==> config.mk <==
export PLATFORM = sky130hd
export DESIGN_NAME = mac_dot_seq
export DESIGN_NICKNAME = d
export VERILOG_FILES = /design/src/rtl/mac_pkg.sv /design/src/rtl/mac_dot_seq.sv
export SDC_FILE = /design/constraint.sdc
export NUM_CORES = 1
export LEC_CHECK = 0
export CAP_MARGIN = 20
export CORE_ASPECT_RATIO = 1.2
export CORE_MARGIN = 1.5
export CORE_UTILIZATION = 31
export CTS_BUF_LIST = sky130_fd_sc_hd__clkbuf_4 sky130_fd_sc_hd__clkbuf_8
export CTS_CLUSTER_DIAMETER = 30
export DETAILED_ROUTE_END_ITERATION = 8
export PLACE_DENSITY = 0.75
export SYNTH_ARGS = -nofsm -noshare
export SYNTH_HDL_FRONTEND = slang
export SYNTH_SLANG_ARGS = --single-unit
==> constraint.sdc <==
create_clock -name clk -period 2.1 [get_ports clk]
set_input_delay 0.42 -clock clk [delete_from_list [all_inputs] [get_ports clk]]
set_output_delay 0.42 -clock clk [all_outputs]
set_load 0.02 [all_outputs]
==> src/rtl/mac_pkg.sv <==
// Shared constants and state type for the MAC dot-product sequencer.
// MAC ALU opcode/funct encodings and the sequencer FSM encoding.
package mac_pkg;

    localparam logic [2:0] MAC_OP_ACC     = 3'b100;
    localparam logic [2:0] MAC_OP_NOP     = 3'b000;
    localparam logic       MAC_FUNCT_LOAD = 1'b1;
    localparam logic       MAC_FUNCT_MAC  = 1'b0;

    typedef enum logic [2:0] {
        IDLE,
        CLEAR,
        ACC,
        READOUT,
        HOLD
    } mac_seq_state_t;

endpackage

==> src/rtl/mac_dot_seq.sv <==
// Dot-product sequencer driving an external single-cycle MAC ALU.
// Ports: start/a_base/b_base/len job request, rd_* operand buffer,
// mac_* ALU drive and readback, result/result_valid/result_ready out.
module mac_dot_seq
    import mac_pkg::*;
#(
    parameter int REG_DATA_WIDTH = 16,
    parameter int OPCODE_WIDTH   = 3,
    parameter int ADDR_WIDTH     = 8,
    parameter int LEN_WIDTH      = 8
) (
    input  logic                      clk,
    input  logic                      rst,
    input  logic                      start,
    input  logic [ADDR_WIDTH-1:0]     a_base,
    input  logic [ADDR_WIDTH-1:0]     b_base,
    input  logic [LEN_WIDTH-1:0]      len,
    output logic                      busy,
    output logic                      rd_en,
    output logic [ADDR_WIDTH-1:0]     rd_addr_a,
    output logic [ADDR_WIDTH-1:0]     rd_addr_b,
    input  logic [REG_DATA_WIDTH-1:0] rd_data_a,
    input  logic [REG_DATA_WIDTH-1:0] rd_data_b,
    output logic                      mac_funct,
    output logic [OPCODE_WIDTH-1:0]   mac_opcode,
    output logic [REG_DATA_WIDTH-1:0] mac_rs1,
    output logic [REG_DATA_WIDTH-1:0] mac_rs2,
    input  logic [REG_DATA_WIDTH-1:0] mac_rd,
    output logic [REG_DATA_WIDTH-1:0] result,
    output logic                      result_valid,
    input  logic                      result_ready
);

    mac_seq_state_t state, state_n;

    logic [ADDR_WIDTH-1:0]     a_base_q;
    logic [ADDR_WIDTH-1:0]     b_base_q;
    logic [LEN_WIDTH-1:0]      len_q;
    // Number of read strobes issued so far in this job.
    logic [LEN_WIDTH-1:0]      idx;
    logic [REG_DATA_WIDTH-1:0] result_q;

    always_ff @(posedge clk) begin
        if (rst) begin
            state    <= IDLE;
            a_base_q <= '0;
            b_base_q <= '0;
            len_q    <= '0;
            idx      <= '0;
            result_q <= '0;
        end else begin
            state <= state_n;
            unique case (state)
                IDLE: begin
                    if (start) begin
                        a_base_q <= a_base;
                        b_base_q <= b_base;
                        len_q    <= len;
                        idx      <= '0;
                    end
                end
                CLEAR, ACC: begin
                    if (rd_en) idx <= idx + 1'b1;
                end
                READOUT: result_q <= mac_rd;
                default: ;
            endcase
        end
    end

    always_comb begin
        state_n    = state;
        rd_en      = 1'b0;
        mac_funct  = MAC_FUNCT_MAC;
        mac_opcode = OPCODE_WIDTH'(MAC_OP_NOP);
        mac_rs1    = '0;
        mac_rs2    = '0;
        unique case (state)
            IDLE: begin
                if (start) state_n = CLEAR;
            end
            CLEAR: begin
                mac_funct  = MAC_FUNCT_LOAD;
                mac_opcode = OPCODE_WIDTH'(MAC_OP_ACC);
                if (len_q != '0) begin
                    rd_en   = 1'b1;
                    state_n = ACC;
                end else begin
                    state_n = READOUT;
                end
            end
            ACC: begin
                mac_opcode = OPCODE_WIDTH'(MAC_OP_ACC);
                mac_rs1    = rd_data_a;
                mac_rs2    = rd_data_b;
                // idx reaching len means this cycle consumes the last pair.
                if (idx < len_q) rd_en = 1'b1;
                else             state_n = READOUT;
            end
            READOUT: state_n = HOLD;
            HOLD: begin
                if (result_ready) state_n = IDLE;
            end
            default: state_n = IDLE;
        endcase
    end

    // Addresses are zero whenever no read is requested.
    assign rd_addr_a = rd_en ? a_base_q + ADDR_WIDTH'(idx) : '0;
    assign rd_addr_b = rd_en ? b_base_q + ADDR_WIDTH'(idx) : '0;

    assign busy         = (state != IDLE);
    assign result_valid = (state == HOLD);
    assign result       = result_q;

endmodule

* Word level (Yosys, flattened, before mapping)
Cells that the tools add are included.
Operators by class: reduce and logical (&&, ||, !) cells 8, $add $sub $neg 3, multiplexer cells 17, $lt $le $gt $ge 1, eq/ne operators 8
Operator list (count):
- two-way mux 16 bit | 2
- two-way mux 8 bit | 4
- adder 8 bit | 2
- one-hot mux 8 bit (2 select lines) | 1
- one-hot mux 3 bit (5 select lines) | 1
- two-way mux 3 bit | 4
- adder 8 x 1 -> 8 bit (second input constant) | 1
- less-than comparator 8 bit | 1
- nonzero test 8 bit | 1
- == test 3 x 2 -> 1 bit (second input constant) | 2
- AND reduction 3 bit | 2
- two-way mux 1 bit | 4
- != test 2 x 1 -> 1 bit (second input constant) | 2
- != test 2 bit (second input constant) | 2
- == test 3 x 1 -> 1 bit (second input constant) | 1
- == test 3 bit (second input constant) | 1
- zero test 3 bit | 1
- nonzero test 3 bit | 1
- one-hot mux 1 bit (2 select lines) | 1
- AND reduction 2 bit | 1
- nonzero test 2 bit | 1
- OR reduction 2 bit | 1
Storage, ports and cells: output and inout bits 71, bits in registers 51, bits of input ports 76, logic and storage cells 43

* Logic depth before layout (Yosys ltp)
Gate-level depths: netlist of the first run.
depth after elaboration 5, depth in mapped cells 8, mapped depth without buffers 7

* Least setup slack after synthesis of the first run
No wires, ideal clock.
kind register -> output, from register idx[0], to output port rd_addr_b[6], required time 1.680 ns, slack -0.420 ns, path buffers 0, stages on the path, launching flop included 8, data arrival time 2.100 ns, cells stage by stage dfxtp_1 ha_1 fa_1 a21o_1 a21o_1 a2111oi_0 a31oi_1 a21oi_1
Between the ends: word-level cells in the longest chain between the ends 4, elaborated cells between the ends (all ways) 5, classes of those cells add/sub (1); order compare (1); mux (3)
RTL lines:
- start, declared | line mac_dot_seq.sv:40 | logic [LEN_WIDTH-1:0] idx;
- start signal, assigned | line mac_dot_seq.sv:63 | if (rd_en) idx <= idx + 1'b1;
- less-than comparator 8 bit | line mac_dot_seq.sv:97 | if (idx < len_q) rd_en = 1'b1;
- two-way mux 1 bit | line mac_dot_seq.sv:97
- one-hot mux 1 bit (2 select lines) | line mac_dot_seq.sv:78 | unique case (state)
- two-way mux 8 bit (*) | line mac_dot_seq.sv:110 | assign rd_addr_b = rd_en ? b_base_q + ADDR_WIDTH'(idx) : '0;
- end, declared | line mac_dot_seq.sv:21 | output logic [ADDR_WIDTH-1:0] rd_addr_b,
Mark *: on every way between the ends. The rest lies on a longest branch, timed or not.

* Worst setup path after layout of the first run
Same ends and word-level chain as after synthesis.

==> results.ini, run 1 <==
[finish]
syn2layout_area_growth_pct=79.4
diodes=0
drive_above_1_share_pct=33.1
final_cells=739
final_nets=712

[timing]
min_period_over_period_pct=125
max_freq_mhz=382
tightest_slew_ns=0.674
hold_viol=0
slew_headroom_pct=54.9
postLayoutSetupSlackWorst_ns=-0.520
setup_viol=17
holdWs_ns=0.458
skew_ns=0.00890
rsz0062_at_grt=true
drv_slew=0
min_period_ns=2.62

[clocking]
clockBufferDepth=2
clk_pin_slew_ns=0.09
cts.sink_count=51
cts_inserted_buffers=5
cts_max_level=2
clock_latency_ns=0.30
cts_root_buf=clkbuf_8
cts_tree=yes

[pwr]
switching_share_pct=35.1
ir_drop_uv=444
p_per_area_nw_per_um2=589
switchingPower_mw=1.17
p_int_mw=2.16
p_leak_nw=2.37
comb_power_share_pct=48.1
clkPwrFrac_pct=18.7
seq_power_share_pct=33.2

[yosys]
synthArstFlopShare_pct=0
ys_types=55
yosysWarnings=0
synth-seq-cells=51
synth_area_per_cell_sq_um=7.70
syn_area_sq_um=3150
synthCells=409
synth-edff-count=0
synth_ff_type=dfxtp_1
ys_seq_area_share_pct=32.4

[status]
failed_checks=setup timing
status=finished, violations left

[global_route]
grt_pass1_wl_mm=16.9
grt_max_degree=25
overflow=0
grt_pass1_vias=3690
antenna_found_initial=0
grt_use_total_pct=19.9

[floorplan]
die_w_microns=95.0
start_util_pct=31.6
chipHeight_microns=113
rows=40
dieArea_sq_um=10800
io_pins=147
coreArea_sq_um=9960

[worst_setup_path]
cp.arrival_ns=2.20
cp_max_fo=3
critPathCaptureType=primary output
critPathLaunchType=flop
critPathRequiredTime_ns=1.68
path_class=reg -> out

[place]
dp_cells=714
place_hpwl_mm=8.31
place.gp.congestion=0.862
portBuffers=144

[route]
drtIter0Drc=202
via_per_inst=4.93
ant_nets=0
drc_errors=0
avgRoutedWirePerCell_microns=14.9
totalWireLength_mm=11.0
dr.pass1.iters=4
vias=3644

[min_path]
hold_path_class=reg -> reg

[run]
cap_violations=0

-- area by class of cell --
type / instances / area (sq um)
flip-flops and latches: 51 / 1050
multi-input cells: 317 / 2270
repair buffers: 217 / 1990
clock buffers: 7 / 96.3
fillers: 854 / 4310
clock inverters: 1 / 7.51
well taps: 126 / 158
inverters: 20 / 77.6
-- path summary, 6_finish.rpt --
check                  start            to  slack, ns  depth (start not counted)
setup reg to reg      idx[1]        idx[5]       0.16                          7
hold reg to reg   result[14]    result[14]       0.46                          2
setup / recovery      idx[0]  rd_addr_b[6]      -0.52                          8
hold / removal    result[14]    result[14]       0.46                          2
-- layer usage --
metal	wire length [microns]	vias to the layer above	track usage [%]
met5	0	-	0
met4	308	0	7.26
met3	909	18	4.13
met2	6000	174	40.7
met1	3820	1674	18.6
li1	-	1778	-
-- power groups by stage --
stage | sequential, mW | clock [mW] | combinational [mW]
finish | 1.10 | 0.623 | 1.60
detailed placement | 1.12 | 0 | 1.37
global placement | 1.11 | 0 | 1.34
CTS | 1.10 | 0.653 | 1.53
floorplan | 1.12 | 0 | 0.732
global route | 1.11 | 0.688 | 1.71
-- timing repair --
item,CTS,global route
cloned,3,0
setup endpoints to repair,52,52
gates resized for setup,254,69
hold buffers,0,0
buffers inserted,9,6
pin swaps,15,10
-- Yosys cell counts (all sizes together) (2+ instances only) --
library cell / n / area share [%]
nand2: 87 / 10
dfxtp: 51 / 32
a21oi: 49 / 7.8
and2: 33 / 6.6
nor2: 28 / 4.0
ha: 22 / 8.7
inv: 20 / 2.4
nand3: 13 / 2.1
clkbuf: 12 / 1.4
buf: 10 / 2.2
nand2b: 8 / 1.6
nor3: 8 / 1.6
xnor2: 7 / 1.9
nor2b: 5 / 0.99
o21ai: 5 / 1.0
xor2: 5 / 1.4
a21o: 4 / 0.95
o211ai: 4 / 0.95
nand4: 3 / 0.60
nor3b: 3 / 1.0
a2111oi: 2 / 1.2
a31oi: 2 / 0.40
fa: 2 / 1.3
o221ai: 2 / 0.56
o41ai: 2 / 0.56
or4: 2 / 0.48
-- cells in the final DEF, fill, tap and decap left out, types with 11 or more instances in the layout --
cell type	n
and2_1	30
nand2_1	87
buf_6	29
nand3_1	12
buf_2	15
ha_1	15
dfxtp_1	36
buf_4	73
clkdlybuf4s50_1	91
dfxtp_2	11
nor2_1	16
inv_1	15
a21oi_1	47
-- kinds of logic after synthesis --
| family | synth area share, % |
|---|---|
| AOI/OAI and AO/OA | 17.4 |
| xor gates and xnor gates | 3.34 |
| adders and majority gates | 10.0 |
| buffers and inverters | 6.00 |
| DFF | 32.4 |
| muxes | 0.318 |
| other | 0.119 |
| and+or+nand+nor | 30.4 |
-- registers in the layout, summed over array words and instances (netlist names) --
name,flops
len_q,8
state,3
idx,8
a_base_q,8
result,16
b_base_q,8
-- metrics by stage --
step	power (mW)	area, sq um	utilization [%]	setup slack [ns]	TNS (ns)
5_1_grt	3.51	5650	56.7	-0.637	-8.28
3_5_place_dp	2.48	5180	52.0	-0.683	-10.51
3_3_place_gp	2.45	5180	52.0	-0.609	-8.86
2_1_floorplan	1.85	3260	-	-0.139	-0.201
6_report	3.33	5650	56.7	-0.520	-6.53
4_1_cts	3.28	5580	56.0	-0.522	-6.68
-- worst max-delay path, stage by stage, from the launching register on --
cell	delay, ns
dfxtp_2	0.35
ha_4	0.16
fa_2	0.34
a21o_1	0.16
a21o_1	0.20
a2111oi_4	0.31
a31oi_1	0.09
a21oi_2	0.16
buf_6	0.14
Power figures use the tool's default switching activity.
==> inputs of run 2 (changes only) <==
Settings changed: CORE_MARGIN 1.5 to 2.
==> run 2 against run 1 <==
  * The flow still finishes with violations (setup timing)
  * Global-route usage shrank 0.65 points
  * Register-to-register slack lost 0.12 ns
  * Clock-buffer cell count shrank 2
  * Fmax grew 0.37%
  * Sequential share of layout area grew 0.30 points
  * Clock power shrank 8.0%
  * Non-clock buffer count shrank 4
  * Final area shrank 1.2%
  * First-iteration DRC count shrank 31%
  * Via count grew 0.96%
  * Worst hold slack is essentially flat
==> results.ini, run 2 (synthesis gave the netlist of run 1 again) <==
[route]
via_per_inst=5.01
totalWireLength_mm=11.3
avgRoutedWirePerCell_microns=15.4
vias=3679
ant_nets=0
drtIter0Drc=139
drc_errors=0
dr.pass1.iters=4

[worst_setup_path]
slowest_stage=dfxtp_4
cp.arrival_ns=2.19
critPathLaunchType=flop
critPathRequiredTime_ns=1.68
critical_path.cell_chain=ha_4, fa_2, a21o_1, a21o_1, a2111oi_4, a31oi_1, a21oi_2, buf_6
r2r-start=idx[1]
cp_max_fo=3
r2r_setup_slack_ns=0.04
timing.rr.end=idx[1]
slowest_delay_ns=0.38
rr_worst_depth=9
crit_top_cell=a21o_1
critPathCaptureType=primary output
path_class=reg -> out

[pwr]
finalPower_mw=3.21
p_per_area_nw_per_um2=576
ir_drop_uv=293
p_leak_nw=2.28

[finish]
drive_above_1_share_pct=33.7
layout_common_cells=clkdlybuf4s50_1, nand2_1, buf_4
syn2layout_area_growth_pct=77.2
final_cells=734
final_nets=708
diodes=0
mostFrequentLayoutCell=clkdlybuf4s50_1
final_area_sq_um=5580
largest_register_ffs=16
fin_util_pct=56.0
seq_area_sq_um=1050
multiInputGateArea_sq_um=2340
fillers=863

[timing]
tns_ns=-6.58
rsz0062_at_grt=true
postLayoutSetupSlackWorst_ns=-0.511
min_period_over_period_pct=124
skew_ns=0.00613
slew_headroom_pct=56.7
setup_viol=17
holdWs_ns=0.458
tightest_slew_ns=0.647
min_period_ns=2.61
max_freq_mhz=383
drv_slew=0
hold_viol=0

[status]
status=finished, violations left
failed_checks=setup timing

[floorplan]
rows=40
chipHeight_microns=114
die_w_microns=96.0
start_util_pct=31.6
io_pins=147
dieArea_sq_um=11000
coreArea_sq_um=9960

[place]
place_hpwl_mm=8.18
dp_cells=708
place.gp.congestion=0.831
post_dp_cell_area_sq_um=5120
portBuffers=144
place_ws_ns=-0.796

[clocking]
cts_max_level=2
clockBufferDepth=2
cts.sink_count=51
clock_latency_ns=0.31
cts_inserted_buffers=5
cts_root_buf=clkbuf_8
clk_pin_slew_ns=0.10
cts_tree=yes

[global_route]
antenna_found_initial=0
grt_pass1_wl_mm=16.7
grt_max_degree=25
grt_pass1_vias=3613
grt_use_total_pct=19.3
overflow=0

[min_path]
min_path_cells=2
hold_path_class=reg -> reg
whs_endpoint=result[6]
hp-start=result[6]

[run]
cap_violations=0

## run 2: worst max path at each step
stage / from / end / slack (ns)
final: idx[0] / rd_addr_b[6] / -0.51
after global routing: idx[0] / rd_addr_b[6] / -0.57
after CTS: idx[0] / rd_addr_a[6] / -0.51
after detailed placement: b_base_q[1] / rd_addr_b[7] / -0.80
after global placement: idx[1] / rd_addr_b[7] / -0.81
after floorplan: idx[0] / rd_addr_b[6] / -0.14
## run 2: layout make-up
cell class / count / share of cell area [%]
Multi-Input combinational cell: 317 / 42.0
Timing Repair Buffer: 213 / 33.4
Sequential cell: 51 / 18.9
Tap cell: 126 / 2.83
Inverter: 20 / 1.39
Clock buffer: 5 / 1.23
Clock inverter: 2 / 0.247
## run 2: layer usage
| layer | up-vias | share of wire [%] | track usage (%) |
|---|---|---|---|
| met3 | 43 | 9.1 | 6.06 |
| met2 | 172 | 50 | 35.9 |
| li1 | 1769 | - | - |
| met5 | - | 0 | 0 |
| met4 | 0 | 6.3 | 10.9 |
| met1 | 1695 | 34 | 18.0 |
## run 2: repair_timing
action,in CTS,in global routing
resized for setup,183,98
endpoints found under the setup margin,52,50
hold endpoints to repair,0,0
hold buffers,0,0
setup buffers,6,11
pin swaps,8,28
gates cloned,2,0
## run 2: critical path, delay by kind of cell, from the launching register on
kind | cells | cell delay [ns]
adder cells (fa/ha/maj) | 2 | 0.49
buffers and inverters | 1 | 0.13
AO/OA/AOI/OAI | 5 | 0.87
flip-flops | 1 | 0.38
## run 2: power breakdown
| group | leakage [nW] | switching, mW | total, mW | internal (mW) |
|---|---|---|---|---|
| clock network | 0.0440 | 0.344 | 0.573 | 0.229 |
| registers | 0.424 | 0.0677 | 1.11 | 1.04 |
| logic | 1.82 | 0.783 | 1.53 | 0.749 |
| total | 2.28 | 1.19 | 3.21 | 2.02 |
